<file path="src/rtl/spi_pkg.sv">
// Shared SPI definitions: mode encodings, default geometry and the edge-selection helper
// used by the oversampled slave.
package spi_pkg;

  localparam int unsigned DEFAULT_WORD_W     = 8;
  localparam int unsigned DEFAULT_FIFO_DEPTH = 4;

  // Encoded as {CPOL, CPHA}.
  typedef enum logic [1:0] {
    SPI_MODE0 = 2'b00,
    SPI_MODE1 = 2'b01,
    SPI_MODE2 = 2'b10,
    SPI_MODE3 = 2'b11
  } spi_mode_e;

  typedef enum logic [1:0] {
    FRM_LOCKOUT,
    FRM_IDLE,
    FRM_ACTIVE
  } frame_state_e;

  // Modes 0 and 3 sample on the rising sclk edge; modes 1 and 2 on the falling edge.
  function automatic bit sample_on_rise(spi_mode_e mode);
    return (mode == SPI_MODE0) || (mode == SPI_MODE3);
  endfunction

endpackage

</file>
<file path="src/rtl/spi_slave_oversampled_if.sv">
// Pin and stream bundle of the oversampled SPI slave: SPI wires, RX/TX word streams
// and the sticky error flags.
interface spi_slave_oversampled_if
  import spi_pkg::*;
#(
  parameter int WORD_W = DEFAULT_WORD_W
);
  logic              sclk;
  logic              cs_n;
  logic              mosi;
  logic              miso;
  logic              miso_oe;
  logic [WORD_W-1:0] rx_data;
  logic              rx_valid;
  logic              rx_ready;
  logic [WORD_W-1:0] tx_data;
  logic              tx_valid;
  logic              tx_ready;
  logic              rx_overrun;
  logic              tx_underrun;
  logic              frame_err;
  logic              flag_clr;

  modport slave (
    input  sclk, cs_n, mosi, rx_ready, tx_data, tx_valid, flag_clr,
    output miso, miso_oe, rx_data, rx_valid, tx_ready, rx_overrun, tx_underrun, frame_err
  );

  modport master (
    output sclk, cs_n, mosi, rx_ready, tx_data, tx_valid, flag_clr,
    input  miso, miso_oe, rx_data, rx_valid, tx_ready, rx_overrun, tx_underrun, frame_err
  );

endinterface

</file>
<file path="src/rtl/sync_fifo.sv">
// Single-clock FIFO. A push into a full FIFO is accepted only alongside a pop; a pop of
// an empty FIFO is ignored, so nothing ever bypasses the storage.
module sync_fifo #(
  parameter int WIDTH = 8,
  parameter int DEPTH = 4
) (
  input  logic             clk,
  input  logic             rst,
  input  logic             push,
  input  logic [WIDTH-1:0] wr_data,
  input  logic             pop,
  output logic [WIDTH-1:0] rd_data,
  output logic             full,
  output logic             empty
);

  localparam int AW = $clog2(DEPTH);
  localparam int CW = AW + 1;

  logic [WIDTH-1:0] mem [DEPTH];
  logic [AW-1:0]    wr_ptr;
  logic [AW-1:0]    rd_ptr;
  logic [CW-1:0]    count;
  logic             do_push;
  logic             do_pop;

  assign empty   = (count == '0);
  assign full    = (count == CW'(DEPTH));
  assign do_pop  = pop & ~empty;
  assign do_push = push & (~full | do_pop);
  assign rd_data = mem[rd_ptr];

  // NOTE: every register written on a clock edge uses <=, so all flops read pre-edge values.
  always_ff @(posedge clk or posedge rst) begin
    if (rst) begin
      wr_ptr <= '0;
      rd_ptr <= '0;
      count  <= '0;
      // NOTE: storage is reset too, so a freshly reset FIFO presents zeros on rd_data.
      for (int i = 0; i < DEPTH; i++) mem[i] <= '0;
    end else begin
      if (do_push) begin
        mem[wr_ptr] <= wr_data;
        wr_ptr      <= wr_ptr + 1'b1;
      end
      if (do_pop) rd_ptr <= rd_ptr + 1'b1;
      case ({do_push, do_pop})
        2'b10:   count <= count + 1'b1;
        2'b01:   count <= count - 1'b1;
        default: ;
      endcase
    end
  end

endmodule

</file>
<file path="src/rtl/spi_slave_oversampled.sv">
// SPI slave clocked entirely by sys_clk: sclk/cs_n/mosi are synchronised and sclk edges
// are detected in the system domain; received and transmitted words pass through FIFOs.
module spi_slave_oversampled
  import spi_pkg::*;
#(
  parameter int              WORD_W     = DEFAULT_WORD_W,
  parameter int              FIFO_DEPTH = DEFAULT_FIFO_DEPTH,
  parameter bit              CPOL       = 1'b0,
  parameter bit              CPHA       = 1'b0,
  parameter logic [WORD_W-1:0] TX_IDLE  = '0
) (
  input logic                     sys_clk,
  input logic                     sys_rst,
  spi_slave_oversampled_if.slave  bus
);

  localparam spi_mode_e         MODE        = spi_mode_e'({CPOL, CPHA});
  localparam bit                SAMPLE_RISE = sample_on_rise(MODE);
  localparam int                CNT_W       = $clog2(WORD_W);
  localparam logic [CNT_W-1:0]  LAST_BIT    = CNT_W'(WORD_W - 1);

  logic [1:0]        sclk_sync, cs_sync, mosi_sync, settle;
  logic              sclk_d;
  logic              sclk_s, cs_n_s, mosi_s;
  logic              sample_edge, shift_edge;
  frame_state_e      state, state_nxt;
  logic              frame_start, frame_end, active;
  logic [CNT_W-1:0]  bit_cnt;
  logic [WORD_W-2:0] rx_shift;
  logic [WORD_W-1:0] rx_word, tx_shift, tx_head;
  logic              last_bit, do_sample, do_shift, rx_push, tx_load, tx_shift_en;
  logic              rx_full, rx_empty, tx_full, tx_empty, rx_pop_ok;
  logic              overrun_set, underrun_set, frame_err_set;

  always_ff @(posedge sys_clk or posedge sys_rst) begin
    if (sys_rst) begin
      sclk_sync <= {2{CPOL}};
      sclk_d    <= CPOL;
      cs_sync   <= 2'b11;
      mosi_sync <= 2'b00;
      settle    <= 2'b00;
    end else begin
      sclk_sync <= {sclk_sync[0], bus.sclk};
      sclk_d    <= sclk_sync[1];
      cs_sync   <= {cs_sync[0], bus.cs_n};
      mosi_sync <= {mosi_sync[0], bus.mosi};
      settle    <= {settle[0], 1'b1};
    end
  end

  assign sclk_s      = sclk_sync[1];
  assign cs_n_s      = cs_sync[1];
  assign mosi_s      = mosi_sync[1];
  assign sample_edge = SAMPLE_RISE ? (sclk_s & ~sclk_d) : (~sclk_s & sclk_d);
  assign shift_edge  = SAMPLE_RISE ? (~sclk_s & sclk_d) : (sclk_s & ~sclk_d);

  // After reset the frame logic waits for the synchronised cs_n to be seen high, so a
  // frame interrupted by reset is never resumed.
  always_ff @(posedge sys_clk or posedge sys_rst) begin
    if (sys_rst) state <= FRM_LOCKOUT;
    else         state <= state_nxt;
  end

  always_comb begin
    // NOTE: defaults first so no path through the case leaves an output unassigned (no latch).
    state_nxt   = state;
    frame_start = 1'b0;
    frame_end   = 1'b0;
    case (state)
      FRM_LOCKOUT: if (settle[1] && cs_n_s) state_nxt = FRM_IDLE;
      FRM_IDLE:    if (!cs_n_s) begin
                     state_nxt   = FRM_ACTIVE;
                     frame_start = 1'b1;
                   end
      FRM_ACTIVE:  if (cs_n_s) begin
                     state_nxt = FRM_IDLE;
                     frame_end = 1'b1;
                   end
      default:     state_nxt = FRM_LOCKOUT;
    endcase
  end

  assign active    = (state == FRM_ACTIVE) && !cs_n_s;
  assign do_sample = active & sample_edge;
  assign do_shift  = active & shift_edge;
  assign last_bit  = (bit_cnt == LAST_BIT);
  assign rx_word   = {rx_shift, mosi_s};
  assign rx_push   = do_sample & last_bit;

  // CPHA=0 presents the next MSB at the sample edge that closes a word, so the shift edge
  // right after a wrap (bit_cnt back at 0) must not shift. CPHA=1 loads on that edge instead.
  assign tx_load     = CPHA ? (do_shift && bit_cnt == '0) : (frame_start || rx_push);
  assign tx_shift_en = do_shift && (bit_cnt != '0);

  assign rx_pop_ok     = bus.rx_ready & ~rx_empty;
  assign overrun_set   = rx_push & rx_full & ~rx_pop_ok;
  assign underrun_set  = tx_load & tx_empty;
  assign frame_err_set = frame_end && (bit_cnt != '0);

  always_ff @(posedge sys_clk or posedge sys_rst) begin
    if (sys_rst) begin
      bit_cnt         <= '0;
      rx_shift        <= '0;
      tx_shift        <= '0;
      bus.rx_overrun  <= 1'b0;
      bus.tx_underrun <= 1'b0;
      bus.frame_err   <= 1'b0;
    end else begin
      if (!active)        bit_cnt <= '0;
      else if (do_sample) bit_cnt <= last_bit ? '0 : bit_cnt + 1'b1;
      if (do_sample) rx_shift <= rx_word[WORD_W-2:0];
      if (tx_load)          tx_shift <= tx_empty ? TX_IDLE : tx_head;
      else if (tx_shift_en) tx_shift <= {tx_shift[WORD_W-2:0], 1'b0};
      bus.rx_overrun  <= overrun_set   | (bus.rx_overrun  & ~bus.flag_clr);
      bus.tx_underrun <= underrun_set  | (bus.tx_underrun & ~bus.flag_clr);
      bus.frame_err   <= frame_err_set | (bus.frame_err   & ~bus.flag_clr);
    end
  end

  sync_fifo #(.WIDTH(WORD_W), .DEPTH(FIFO_DEPTH)) u_rx_fifo (
    .clk     (sys_clk),
    .rst     (sys_rst),
    .push    (rx_push),
    .wr_data (rx_word),
    .pop     (bus.rx_ready),
    .rd_data (bus.rx_data),
    .full    (rx_full),
    .empty   (rx_empty)
  );

  sync_fifo #(.WIDTH(WORD_W), .DEPTH(FIFO_DEPTH)) u_tx_fifo (
    .clk     (sys_clk),
    .rst     (sys_rst),
    .push    (bus.tx_valid),
    .wr_data (bus.tx_data),
    .pop     (tx_load),
    .rd_data (tx_head),
    .full    (tx_full),
    .empty   (tx_empty)
  );

  assign bus.miso     = ~cs_n_s & tx_shift[WORD_W-1];
  assign bus.miso_oe  = ~cs_n_s;
  assign bus.rx_valid = ~rx_empty;
  assign bus.tx_ready = ~tx_full;

endmodule
</file>
<file path="src/flat_wrapper.sv">
// flat-port wrapper written by rule: the top's interface ports become plain ports
module spi_slave_oversampled_flat import spi_pkg::*;
#(
  parameter int              WORD_W     = DEFAULT_WORD_W,
  parameter int              FIFO_DEPTH = DEFAULT_FIFO_DEPTH,
  parameter bit              CPOL       = 1'b0,
  parameter bit              CPHA       = 1'b0,
  parameter logic [WORD_W-1:0] TX_IDLE  = '0
)
  (sys_clk, sys_rst, bus_sclk, bus_cs_n, bus_mosi, bus_rx_ready, bus_tx_data, bus_tx_valid, bus_flag_clr, bus_miso, bus_miso_oe, bus_rx_data, bus_rx_valid, bus_tx_ready, bus_rx_overrun, bus_tx_underrun, bus_frame_err);
  spi_slave_oversampled_if #(.WORD_W(WORD_W)) bus_i ();
  input logic sys_clk;
  input logic sys_rst;
  input wire logic [$bits(bus_i.sclk)-1:0] bus_sclk;
  input wire logic [$bits(bus_i.cs_n)-1:0] bus_cs_n;
  input wire logic [$bits(bus_i.mosi)-1:0] bus_mosi;
  input wire logic [$bits(bus_i.rx_ready)-1:0] bus_rx_ready;
  input wire logic [$bits(bus_i.tx_data)-1:0] bus_tx_data;
  input wire logic [$bits(bus_i.tx_valid)-1:0] bus_tx_valid;
  input wire logic [$bits(bus_i.flag_clr)-1:0] bus_flag_clr;
  output wire logic [$bits(bus_i.miso)-1:0] bus_miso;
  output wire logic [$bits(bus_i.miso_oe)-1:0] bus_miso_oe;
  output wire logic [$bits(bus_i.rx_data)-1:0] bus_rx_data;
  output wire logic [$bits(bus_i.rx_valid)-1:0] bus_rx_valid;
  output wire logic [$bits(bus_i.tx_ready)-1:0] bus_tx_ready;
  output wire logic [$bits(bus_i.rx_overrun)-1:0] bus_rx_overrun;
  output wire logic [$bits(bus_i.tx_underrun)-1:0] bus_tx_underrun;
  output wire logic [$bits(bus_i.frame_err)-1:0] bus_frame_err;
  assign bus_i.sclk = bus_sclk;
  assign bus_i.cs_n = bus_cs_n;
  assign bus_i.mosi = bus_mosi;
  assign bus_i.rx_ready = bus_rx_ready;
  assign bus_i.tx_data = bus_tx_data;
  assign bus_i.tx_valid = bus_tx_valid;
  assign bus_i.flag_clr = bus_flag_clr;
  assign bus_miso = bus_i.miso;
  assign bus_miso_oe = bus_i.miso_oe;
  assign bus_rx_data = bus_i.rx_data;
  assign bus_rx_valid = bus_i.rx_valid;
  assign bus_tx_ready = bus_i.tx_ready;
  assign bus_rx_overrun = bus_i.rx_overrun;
  assign bus_tx_underrun = bus_i.tx_underrun;
  assign bus_frame_err = bus_i.frame_err;
  spi_slave_oversampled #(.WORD_W(WORD_W), .FIFO_DEPTH(FIFO_DEPTH), .CPOL(CPOL), .CPHA(CPHA), .TX_IDLE(TX_IDLE)) u_core (.sys_clk(sys_clk), .sys_rst(sys_rst), .bus(bus_i));
endmodule
</file>
<file path="config.mk">
export PLATFORM = sky130hd
export DESIGN_NAME = spi_slave_oversampled_flat
export DESIGN_NICKNAME = d
export VERILOG_FILES = /design/src/rtl/spi_pkg.sv /design/src/rtl/spi_slave_oversampled_if.sv /design/src/rtl/sync_fifo.sv /design/src/rtl/spi_slave_oversampled.sv /design/src/flat_wrapper.sv
export SDC_FILE = /design/constraint.sdc
export NUM_CORES = 1
export LEC_CHECK = 0
export ABC_AREA = 1
export BUFFER_PORTS_ARGS = -buffer_cell sky130_fd_sc_hd__buf_4
export CORE_ASPECT_RATIO = 0.9
export CORE_MARGIN = 5
export CORE_UTILIZATION = 50
export CTS_CLUSTER_SIZE = 14
export DETAILED_ROUTE_END_ITERATION = 10
export PLACE_DENSITY = 0.7
export RECOVER_POWER = 25
export SYNTH_ARGS = -nofsm -noshare
export SYNTH_HDL_FRONTEND = slang
export SYNTH_SLANG_ARGS = --single-unit
</file>
<file path="constraint.sdc">
create_clock -name sys_clk -period 3.15 [get_ports sys_clk]
set_input_delay 0.1575 -clock sys_clk [delete_from_list [all_inputs] [get_ports sys_clk]]
set_output_delay 0.1575 -clock sys_clk [all_outputs]
set_load 0.03 [all_outputs]
</file>
## After elaboration in Yosys (flattened, before gate mapping)

Index checks and enable logic that the tools add are counted.

| storage, ports and cells | value |
|---|---|
| memory bits (read-only) | 0 |
| memory bits (writable) | 0 |
| bits in latches | 0 |
| register bits | 110 |
| input bits | 16 |
| memories kept | 0 |
| output and inout port bits | 15 |
| logic and storage cells | 132 |

| cells by class | value |
|---|---|
| eq/ne operators | 13 |
| shifts and indexed selects | 0 |
| magnitude comparators | 6 |
| add/sub/neg operators | 9 |
| multipliers | 0 |
| reduce and logical (&&, ||, !) cells | 16 |
| bitwise gates (word level) | 34 |
| div/mod/pow operators | 0 |
| multiplexer cells | 28 |

Operators by type and width:

| cell | count |
|---|---|
| $mux W8 | 9 |
| $bwmux W32 | 2 |
| $bmux W8 S2 | 2 |
| $demux W8 S2 | 2 |
| $and A1 B1 Y1 | 16 |
| $ge A3 B3 Y1 const B | 4 |
| $not A2 Y3 | 4 |
| $pmux W3 S2 | 2 |
| $add A3 B1 Y3 const B | 3 |
| $eq A3 B3 Y1 const B | 3 |
| $mux W3 | 3 |
| $not A1 Y1 | 9 |
| $add A2 B1 Y2 const B | 4 |
| $eq A2 B1 Y1 const B | 3 |
| $eq A2 B2 Y1 const B | 3 |
| $logic_and A1 B1 Y1 | 6 |
| $logic_not A3 Y1 | 2 |
| $lt A3 B1 Y1 const B | 2 |
| $mux W2 | 3 |
| $pmux W2 S3 | 1 |
| $reduce_bool A2 Y1 | 3 |
| $sub A3 B1 Y3 const B | 2 |
| $or A1 B1 Y1 | 5 |
| $mux W1 | 4 |
| 7 further kinds | 9 |

## Depth between registers and ports, before layout

Gate-level depths: netlist of run 1.

| depth | value |
|---|---|
| depth after elaboration | 10 |
| depth in mapped cells | 13 |
| gate-level depth less buffers | 13 |

## Hierarchy

A second synthesis of run 1 with hierarchy kept.

| second synthesis, totals | value |
|---|---|
| cells, all modules | 643 |
| area, all modules | 5521.5 µm² |

By module, submodules not included:

| module | instances | area an instance (µm²) | cells each | sequential area each (µm²) |
|---|---|---|---|---|
| sync_fifo | 2 | 2019.4 | 237 | 975.9 |
| spi_slave_oversampled | 1 | 1482.7 | 169 | 803.3 |

## Least setup slack after synthesis of run 1

Ideal clock, no wire load.

| timing | value |
|---|---|
| path type | reg2reg |
| start point | register u_core.bit_cnt[0] |
| end point | register u_core.u_tx_fifo.count[2] |
| setup slack | 724 ps |
| arrival | 2295 ps |
| data required time | 3019 ps |
| buffers on the path | 1 |
| library setup time | 131 ps |
| stages on the path, launching flop included | 13 |
| cell sequence | dfrtp_1 ha_1 ha_1 nand3_4 nand3_2 buf_12 nand2_2 ha_1 inv_1 fa_1 a21oi_1 o21ai_0 xor2_1 |

| on the way | value |
|---|---|
| word-level cells in the longest chain between the ends | 8 |
| elaborated cells on any way between the ends | 10 |
| classes of those cells | 3 x eq/ne; 1 x mux; 4 x bitwise; 2 x reduce/logical |

RTL lines:

| what | line | text |
|---|---|---|
| start, declared | spi_slave_oversampled.sv:28 | `logic [CNT_W-1:0] bit_cnt;` |
| start signal, assigned | spi_slave_oversampled.sv:110 | `else if (do_sample) bit_cnt <= last_bit ? '0 : bit_cnt + 1'b1;` |
| $eq A3 B3 Y1 (*) | spi_slave_oversampled.sv:86 | `assign last_bit = (bit_cnt == LAST_BIT);` |
| $and A1 B1 Y1 (*) | spi_slave_oversampled.sv:88 | `assign rx_push = do_sample & last_bit;` |
| $logic_or A1 B1 Y1 (*) | spi_slave_oversampled.sv:92 | `assign tx_load = CPHA ? (do_shift && bit_cnt == '0) : (frame_start \|\| rx_push);` |
| $and A1 B1 Y1 (*) | sync_fifo.sv:29 | `assign do_pop = pop & ~empty;` |
| $or A1 B1 Y1 | sync_fifo.sv:30 | `assign do_push = push & (~full \| do_pop);` |
| $and A1 B1 Y1 | sync_fifo.sv:30 |  |
| $eq A2 B1 Y1 / $eq A2 B2 Y1 (equally long branches) | sync_fifo.sv:47 | `case ({do_push, do_pop})` |
| $pmux W3 S2 / $reduce_bool A2 Y1 (equally long branches) | n/a |  |
| end signal, assigned | sync_fifo.sv:48 | `2'b10: count <= count + 1'b1;` |
| end signal, assigned | sync_fifo.sv:49 | `2'b01: count <= count - 1'b1;` |
| end, declared | sync_fifo.sv:23 | `logic [CW-1:0] count;` |

Mark *: on every way between the ends. The rest lies on a longest branch, timed or not.
A chain may end at the register's enable or synchronous reset.

## Worst setup path after layout of run 1

| timing | value |
|---|---|
| start point | register u_core.bit_cnt[0] |
| end point | register u_core.u_tx_fifo.count[2] |

| on the way | value |
|---|---|
| word-level cells in the longest chain between the ends | 8 |
| elaborated cells on any way between the ends | 10 |
| classes of those cells | 3 x eq/ne; 1 x mux; 4 x bitwise; 2 x reduce/logical |

RTL lines:

| what | line | text |
|---|---|---|
| $eq A3 B3 Y1 (*) | spi_slave_oversampled.sv:86 |  |
| $and A1 B1 Y1 (*) | spi_slave_oversampled.sv:88 |  |
| $logic_or A1 B1 Y1 (*) | spi_slave_oversampled.sv:92 |  |
| $and A1 B1 Y1 (*) | sync_fifo.sv:29 |  |
| net u_core.u_tx_fifo.do_pop | sync_fifo.sv:25 | `logic do_pop;` |
| $or A1 B1 Y1 | sync_fifo.sv:30 |  |
| $and A1 B1 Y1 | sync_fifo.sv:30 |  |
| $eq A2 B1 Y1 / $eq A2 B2 Y1 (equally long branches) | sync_fifo.sv:47 |  |
| $pmux W3 S2 / $reduce_bool A2 Y1 (equally long branches) | n/a |  |

Mark *: on every way through the listed nets, which the timed path passes. The rest lies on a longest branch.

==> results of run 1 <==
## routing by layer
| layer | wire length, microns | share of wire [%] | track usage (%) | vias to the layer above |
|---|---|---|---|---|
| li1 | - | - | - | 2020 |
| met1 | 5170 | 47 | 24.9 | 1991 |
| met2 | 5270 | 48 | 29.2 | 71 |
| met3 | 449 | 4.1 | 3.56 | 8 |
| met4 | 113 | 1.0 | 4.96 | 0 |
| met5 | 0 | 0 | 0 | - |
## power groups by stage
stage | Sequential [mW] | Clock, mW | Combinational, mW
after global routing | 2.07 | 1.12 | 2.06
after floorplan | 1.93 | 0 | 1.45
after global placement | 2.03 | 0 | 1.77
after CTS | 2.02 | 1.07 | 1.83
after detailed placement | 2.04 | 0 | 1.82
final | 2.02 | 1.04 | 1.81
## cell usage after synthesis
| library cell | number | share of area (%) |
|---|---|---|
| inv_1 | 46 | 3.2 |
| ha_1 | 12 | 2.8 |
| o22ai_1 | 10 | 1.2 |
| dfrtp_1 | 108 | 50 |
| nor2_4 | 5 | 1.1 |
| nor2_2 | 1 | 0.12 |
| nand2_4 | 1 | 0.21 |
| dfstp_2 | 2 | 0.98 |
| xnor2_1 | 1 | 0.16 |
| clkbuf_1 | 9 | 0.63 |
| a21oi_1 | 5 | 0.47 |
| nand3_4 | 6 | 2.0 |
| fa_1 | 2 | 0.75 |
| buf_1 | 1 | 0.070 |
| nand4_1 | 34 | 4.0 |
| nand2_2 | 1 | 0.12 |
| nor3_1 | 1 | 0.093 |
| o21ai_1 | 6 | 0.56 |
| o21ai_0 | 48 | 4.5 |
| buf_12 | 1 | 0.37 |
| xor2_1 | 5 | 0.82 |
| inv_2 | 3 | 0.21 |
| nand3_2 | 2 | 0.37 |
| buf_2 | 8 | 0.75 |
| buf_6 | 5 | 1.1 |
| nor2_1 | 49 | 3.4 |
| buf_8 | 3 | 0.84 |
| nor2_8 | 1 | 0.37 |
| o21a_1 | 24 | 3.4 |
| o22a_1 | 1 | 0.16 |
| nand3_1 | 22 | 2.1 |
| conb_1 | 1 | 0.070 |
| nand2_1 | 183 | 13 |
## cell families after synthesis
kind of cell,after synthesis
DFF,110
AOI/OAI and AO/OA,94
other,1
adders and majority gates,14
and+or+nand+nor,306
xor gates and xnor gates,6
buffers and inverters,76
## registers in the layout, indices dropped and copies added (netlist names), 3 cells and up
register	count
u_core.u_rx_fifo.count	3
u_core.u_tx_fifo.count	3
u_core.rx_shift	7
u_core.bit_cnt	3
u_core.u_tx_fifo.mem	32
u_core.tx_shift	8
u_core.u_rx_fifo.mem	32
## worst max-delay path, cell delays in order, from the launching register on
cell	delay [ps]
dfrtp_1	370
ha_1	160
ha_1	310
nand3_4	170
nand2_4	140
nand2_1	130
inv_1	110
ha_1	150
inv_1	80
fa_1	460
a21oi_1	160
o21ai_0	130
xor2_1	160
## final timing paths
kind,from,end,slack [ps],depth (start not counted)
setup / recovery,u_core.bit_cnt[0]$_DFFE_PP0P_,u_core.u_tx_fifo.count[2]$_DFFE_PP0P_,500,12
hold / removal,bus_flag_clr,u_core.bus.rx_overrun$_DFF_PP0_,20,2
setup reg to reg,u_core.bit_cnt[0]$_DFFE_PP0P_,u_core.u_tx_fifo.count[2]$_DFFE_PP0P_,500,12
hold reg to reg,u_core.settle[0]$_DFF_PP0_,u_core.settle[1]$_DFF_PP0_,350,0
max in group asynchronous,sys_rst,u_core.u_tx_fifo.rd_ptr[1]$_DFFE_PP0P_,780,4
min in group asynchronous,sys_rst,u_core.u_rx_fifo.mem[0]$_DFFE_PP0P_,1030,3
## what timing repair did
item	in CTS	in global routing
setup endpoints to repair	0	0
hold buffers	4	0
hold endpoints to repair	55	0
## cell type report
class / count / area [sq um] / share of cell area [%]
inverter: 49 / 184 / 3.13
tap: 129 / 161 / 2.75
clock buffer: 10 / 229 / 3.90
sequential: 110 / 2760 / 46.9
timing repair buffer: 38 / 295 / 5.02
multi-input combinational: 421 / 2220 / 37.7
clock inverter: 5 / 35.0 / 0.596
==> results.txt, run 1 <==
Hold Crit Class - input pin to register
Clock Latency Late Sink - 350 ps
Synth Cell Area - 5360 sq um
pre-CTS WS - 531 ps
DIE HEIGHT - 108 microns
mux cell area share after synthesis - 0%
Gate power share - 37.2%
WL/cell - 14.4 microns
Synth Area in Compound Gates - 10.2%
die width - 119 microns
largest net degree at the start of global routing - 55
total number of vias - 4090
FP Rows - 35
Worst slew margin - -34.2%
most frequent cells in the layout - 183 x nand2_1, 108 x dfrtp_1, 49 x nor2_1
Critical Path Source Type - register
cell leakage power - 2.94 nW
Placed Area - 5580 sq um
dpl cells - 743
Overflow after GRT - 0
GRT Util Overall - 18.0%
area delta synth->final - 9.74%
DRT iter0 DRCs - 386
Slew Viols, Final - 55
final instance area - 5880 sq um
Max Cap Viol - 1
Clock Sinks - 110
Max Clock Skew - 8.67 ps
final setup margin - 505 ps
register area share after synthesis - 51.4%
starting density of the core - 51.6%
cts repair resizes - 0
crit end category - register
CTS Buffer Depth - 2
status - finished, violations left
Final Util - 56.6%
Pint - 2.91 mW
Synth Area in Adders - 3.55%
final setup TNS - 0 ps
fillcell total - 928
initial antenna violation count - 0
f_max - 0.378 GHz
post-route minimum period - 2650 ps
VDD IR-drop max - 499 uV
Num CTS Buffers - 9
leading cell type in the layout, fill and taps excluded - nand2_1
Yosys reg bits - 110
non-filler cells, final - 762
RSZ-0062 raised after global routing - false
die area - 12900 sq um
placer congestion estimate - 0.792
Post-Syn Nets - 637
Via density - 5.37
cells after synthesis - 607
Post-Route WL - 11000 microns
Yosys warning count - 0
Seq pwr share - 41.5%
Port Buf Inserts - 30
post-synthesis xor/xnor area fraction - 0.981%
share of cells above drive strength 1 - 11.1%
CTS tree - done
DRT Pass-1 Iters - 4
worst slew pin tran - 2010 ps
arrival time at the worst endpoint - 2860 ps
CORE AREA - 10400 sq um
post-route clock period utilization - 84.0%
net switching power figure - 1.97 mW
Nets - 659
Yosys cell types - 33
ANT nets after route - 0
WP data required - 3370 ps
I/O Pins - 31
Synth Area in Simple Gates - 26.6%
failing checks - max-capacitance violations, max-slew violations
Final Hold Vio Count - 0
global-route wire length before repair - 18800 microns
vias in the first global route - 3873
critical path peak fanout - 8
largest family of logic cells by synthesized area - simple AND/OR/NAND/NOR gates
Reg clk slew, reported paths - 70 ps
power per cell area - 830 nW/um^2
residual DRC count - 0
Final HPWL DP - 7450 microns
# diodes - 0
Setup CP Type - register to register
Clock Tree Root - clkbuf_16
# setup viols final - 0
post-CTS setup buffer count - 0
switching portion of total power - 40.3%
H-tree Lvls - 3
Clk pwr share - 21.4%
total power - 4.88 mW
syn_area_per_cell - 8.82 sq um
hold_ws - 17.6 ps
Power figures use the tool's default switching activity.
==> inputs of run 2 (changes only) <==
==> constraint.sdc (replaced) <==
create_clock -name sys_clk -period 2.3 [get_ports sys_clk]
set_input_delay 0.115 -clock sys_clk [delete_from_list [all_inputs] [get_ports sys_clk]]
set_output_delay 0.115 -clock sys_clk [all_outputs]
set_load 0.03 [all_outputs]
==> run 2 against run 1 <==
  * The flow now finishes without violations
  * Critical path depth fell by 1
  * Worst hold slack better by 26 ps
  * Highest routed layer unchanged
  * Sequential power is 37% higher
  * Critical endpoint unchanged
  * First-iteration DRC count fell by 20%
  * Worst setup slack got worse by 430 ps
  * Clock power is 43% higher
  * Fmax up 19%
  * Routed wire length is 0.39% lower
  * Power up 39%
==> results.txt, run 2 (synthesis gave the netlist of run 1 again) <==
starting density of the core - 51.6%
leading cell type in the layout, fill and taps excluded - nand2_1
Final Util - 57.9%
ANT nets after route - 0
# diodes - 0
VDD IR-drop max - 604 uV
Clock Latency Late Sink - 340 ps
non-filler cells, final - 773
Final HPWL DP - 7560 microns
R2R Path Start - u_core.bit_cnt[0]$_DFFE_PP0P_
CTS Buffer Depth - 2
Most common cell on crit path - nand3_4
area delta synth->final - 12.1%
most frequent cells in the layout - 182 x nand2_1, 108 x dfrtp_1, 49 x nor2_1
Max stage delay on crit path - 440 ps
Nets - 669
Clk pwr share - 22.1%
Placed Area - 5660 sq um
Worst slew margin - 36.9%
Setup CP Type - register to register
die width - 119 microns
Reg clk slew, reported paths - 70 ps
crit end category - register
worst min-delay path startpoint - bus_tx_data[2]
dpl cells - 749
CORE AREA - 10400 sq um
CTS tree - done
largest net degree at the start of global routing - 86
crit path launch - u_core.bit_cnt[0]$_DFFE_PP0P_
Gate power share - 37.1%
global-route wire length before repair - 19300 microns
RSZ-0062 raised after global routing - true
arrival time at the worst endpoint - 2450 ps
Hold Crit Class - input pin to register
critical path peak fanout - 5
initial antenna violation count - 0
Max Clock Skew - 6.44 ps
net switching power figure - 2.65 mW
post-route minimum period - 2220 ps
H-tree Lvls - 3
Post-Route WL - 11000 microns
WP data required - 2530 ps
fillcell total - 920
residual DRC count - 0
total number of vias - 4112
I/O Pins - 31
Seq pwr share - 40.9%
Crit path max-delay family - adder cells
DRT Pass-1 Iters - 5
power per cell area - 1130 nW/um^2
Overflow after GRT - 0
Max Cap Viol - 0
post-route clock period utilization - 96.6%
final instance area - 6010 sq um
vias in the first global route - 4111
Crit-path slowest cell - fa_1
# setup viols final - 0
biggest regs - u_core.u_rx_fifo.mem (32), u_core.u_tx_fifo.mem (32), u_core.tx_shift (8)
Final Hold Vio Count - 0
Via density - 5.32
total power - 6.77 mW
worst slew pin tran - 942 ps
Num CTS Buffers - 9
DIE HEIGHT - 108 microns
switching portion of total power - 39.2%
Clock Sinks - 110
f_max - 0.450 GHz
DRT iter0 DRCs - 309
cell leakage power - 2.97 nW
share of cells above drive strength 1 - 12.6%
die area - 12900 sq um
WL/cell - 14.2 microns
worst path bufs/invs - 1
Pint - 4.12 mW
FP Rows - 35
Port Buf Inserts - 30
Slew Viols, Final - 0
status - complete, no violations
Clock Tree Root - clkbuf_16
GRT Util Overall - 18.4%
Critical Path Source Type - register
CP cell instances - ha_2 > ha_4 > nand3_4 > nand3_4 > nand2_2 > ha_1 > inv_1 > fa_1 > a21oi_1 > o21ai_1 > xor2_1
placer congestion estimate - 0.807
## run 2: changes by cell type in the layout (fill, tap and decap cells not counted), sizes merged
| cell | delta |
|---|---|
| buf | +5 |
| clkbuf | +7 |
| inv | -4 |
| clkinvlp | +2 |
| dlygate4sd3 | +1 |
## run 2: final timing paths
check                                                   endpoint  cells past startpoint  slack (ps)
max                        u_core.u_tx_fifo.count[2]$_DFFE_PP0P_                     11          80
min                         u_core.u_tx_fifo.mem[18]$_DFFE_PP0P_                      3          40
max reg2reg                u_core.u_tx_fifo.count[2]$_DFFE_PP0P_                     11          80
min reg2reg                        u_core.sclk_sync[1]$_DFF_PP0_                      0         350
max in group asynchronous  u_core.u_rx_fifo.count[2]$_DFFE_PP0P_                      5         810
min in group asynchronous   u_core.u_rx_fifo.mem[20]$_DFFE_PP0P_                      3         480
## run 2: tightest hold or removal path: cells and delay by family
| family | cells | cell delay [ps] |
|---|---|---|
| AND/OR/NAND/NOR | 2 | 150 |
| buffers and inverters | 1 | 100 |
## run 2: cell type report
class / instances / area, sq um / share of cell area (%)
Clock buffer: 13 / 270 / 4.50
Clock inverter: 3 / 17.5 / 0.292
Inverter: 49 / 189 / 3.15
Multi-Input combinational cell: 421 / 2240 / 37.3
Sequential cell: 110 / 2760 / 45.9
Tap cell: 129 / 161 / 2.69
Timing Repair Buffer: 48 / 370 / 6.17
## run 2: per-stage QoR
| step | TNS (ps) | worst slack [ps] | hold WS [ps] |
|---|---|---|---|
| after detailed placement | 0 | 46.4 | 168 |
| after global routing | -79.6 | -79.6 | 50.8 |
| after CTS | 0 | 29.4 | 34.1 |
| final | 0 | 77.8 | 44.0 |
| after global placement | 0 | 84.7 | 167 |
| after floorplan | 0 | 6.92 | 119 |
## run 2: power by group through the flow
stage          Sequential (mW)  Combinational [mW]  Clock [mW]
6_report                  2.77                2.51        1.49
3_5_place_dp              2.79                2.50           0
4_1_cts                   2.75                2.51        1.53
3_3_place_gp              2.77                2.42           0
5_1_grt                   2.83                2.87        1.61
2_1_floorplan             2.64                2.00           0
## run 2: metal layers
layer,vias to the layer above,share of wire [%],global-route usage (%)
li1,2046,-,-
met1,1981,46,24.0
met2,72,49,31.2
met3,13,3.6,3.71
met4,0,1.2,5.29
met5,-,0,0
## run 2: what timing repair did
action	4_1_cts	5_1_grt
endpoints found under the hold margin	25	0
hold buffers	5	0
resized for setup	0	1
setup buffers	0	3
endpoints found under the setup margin	0	3
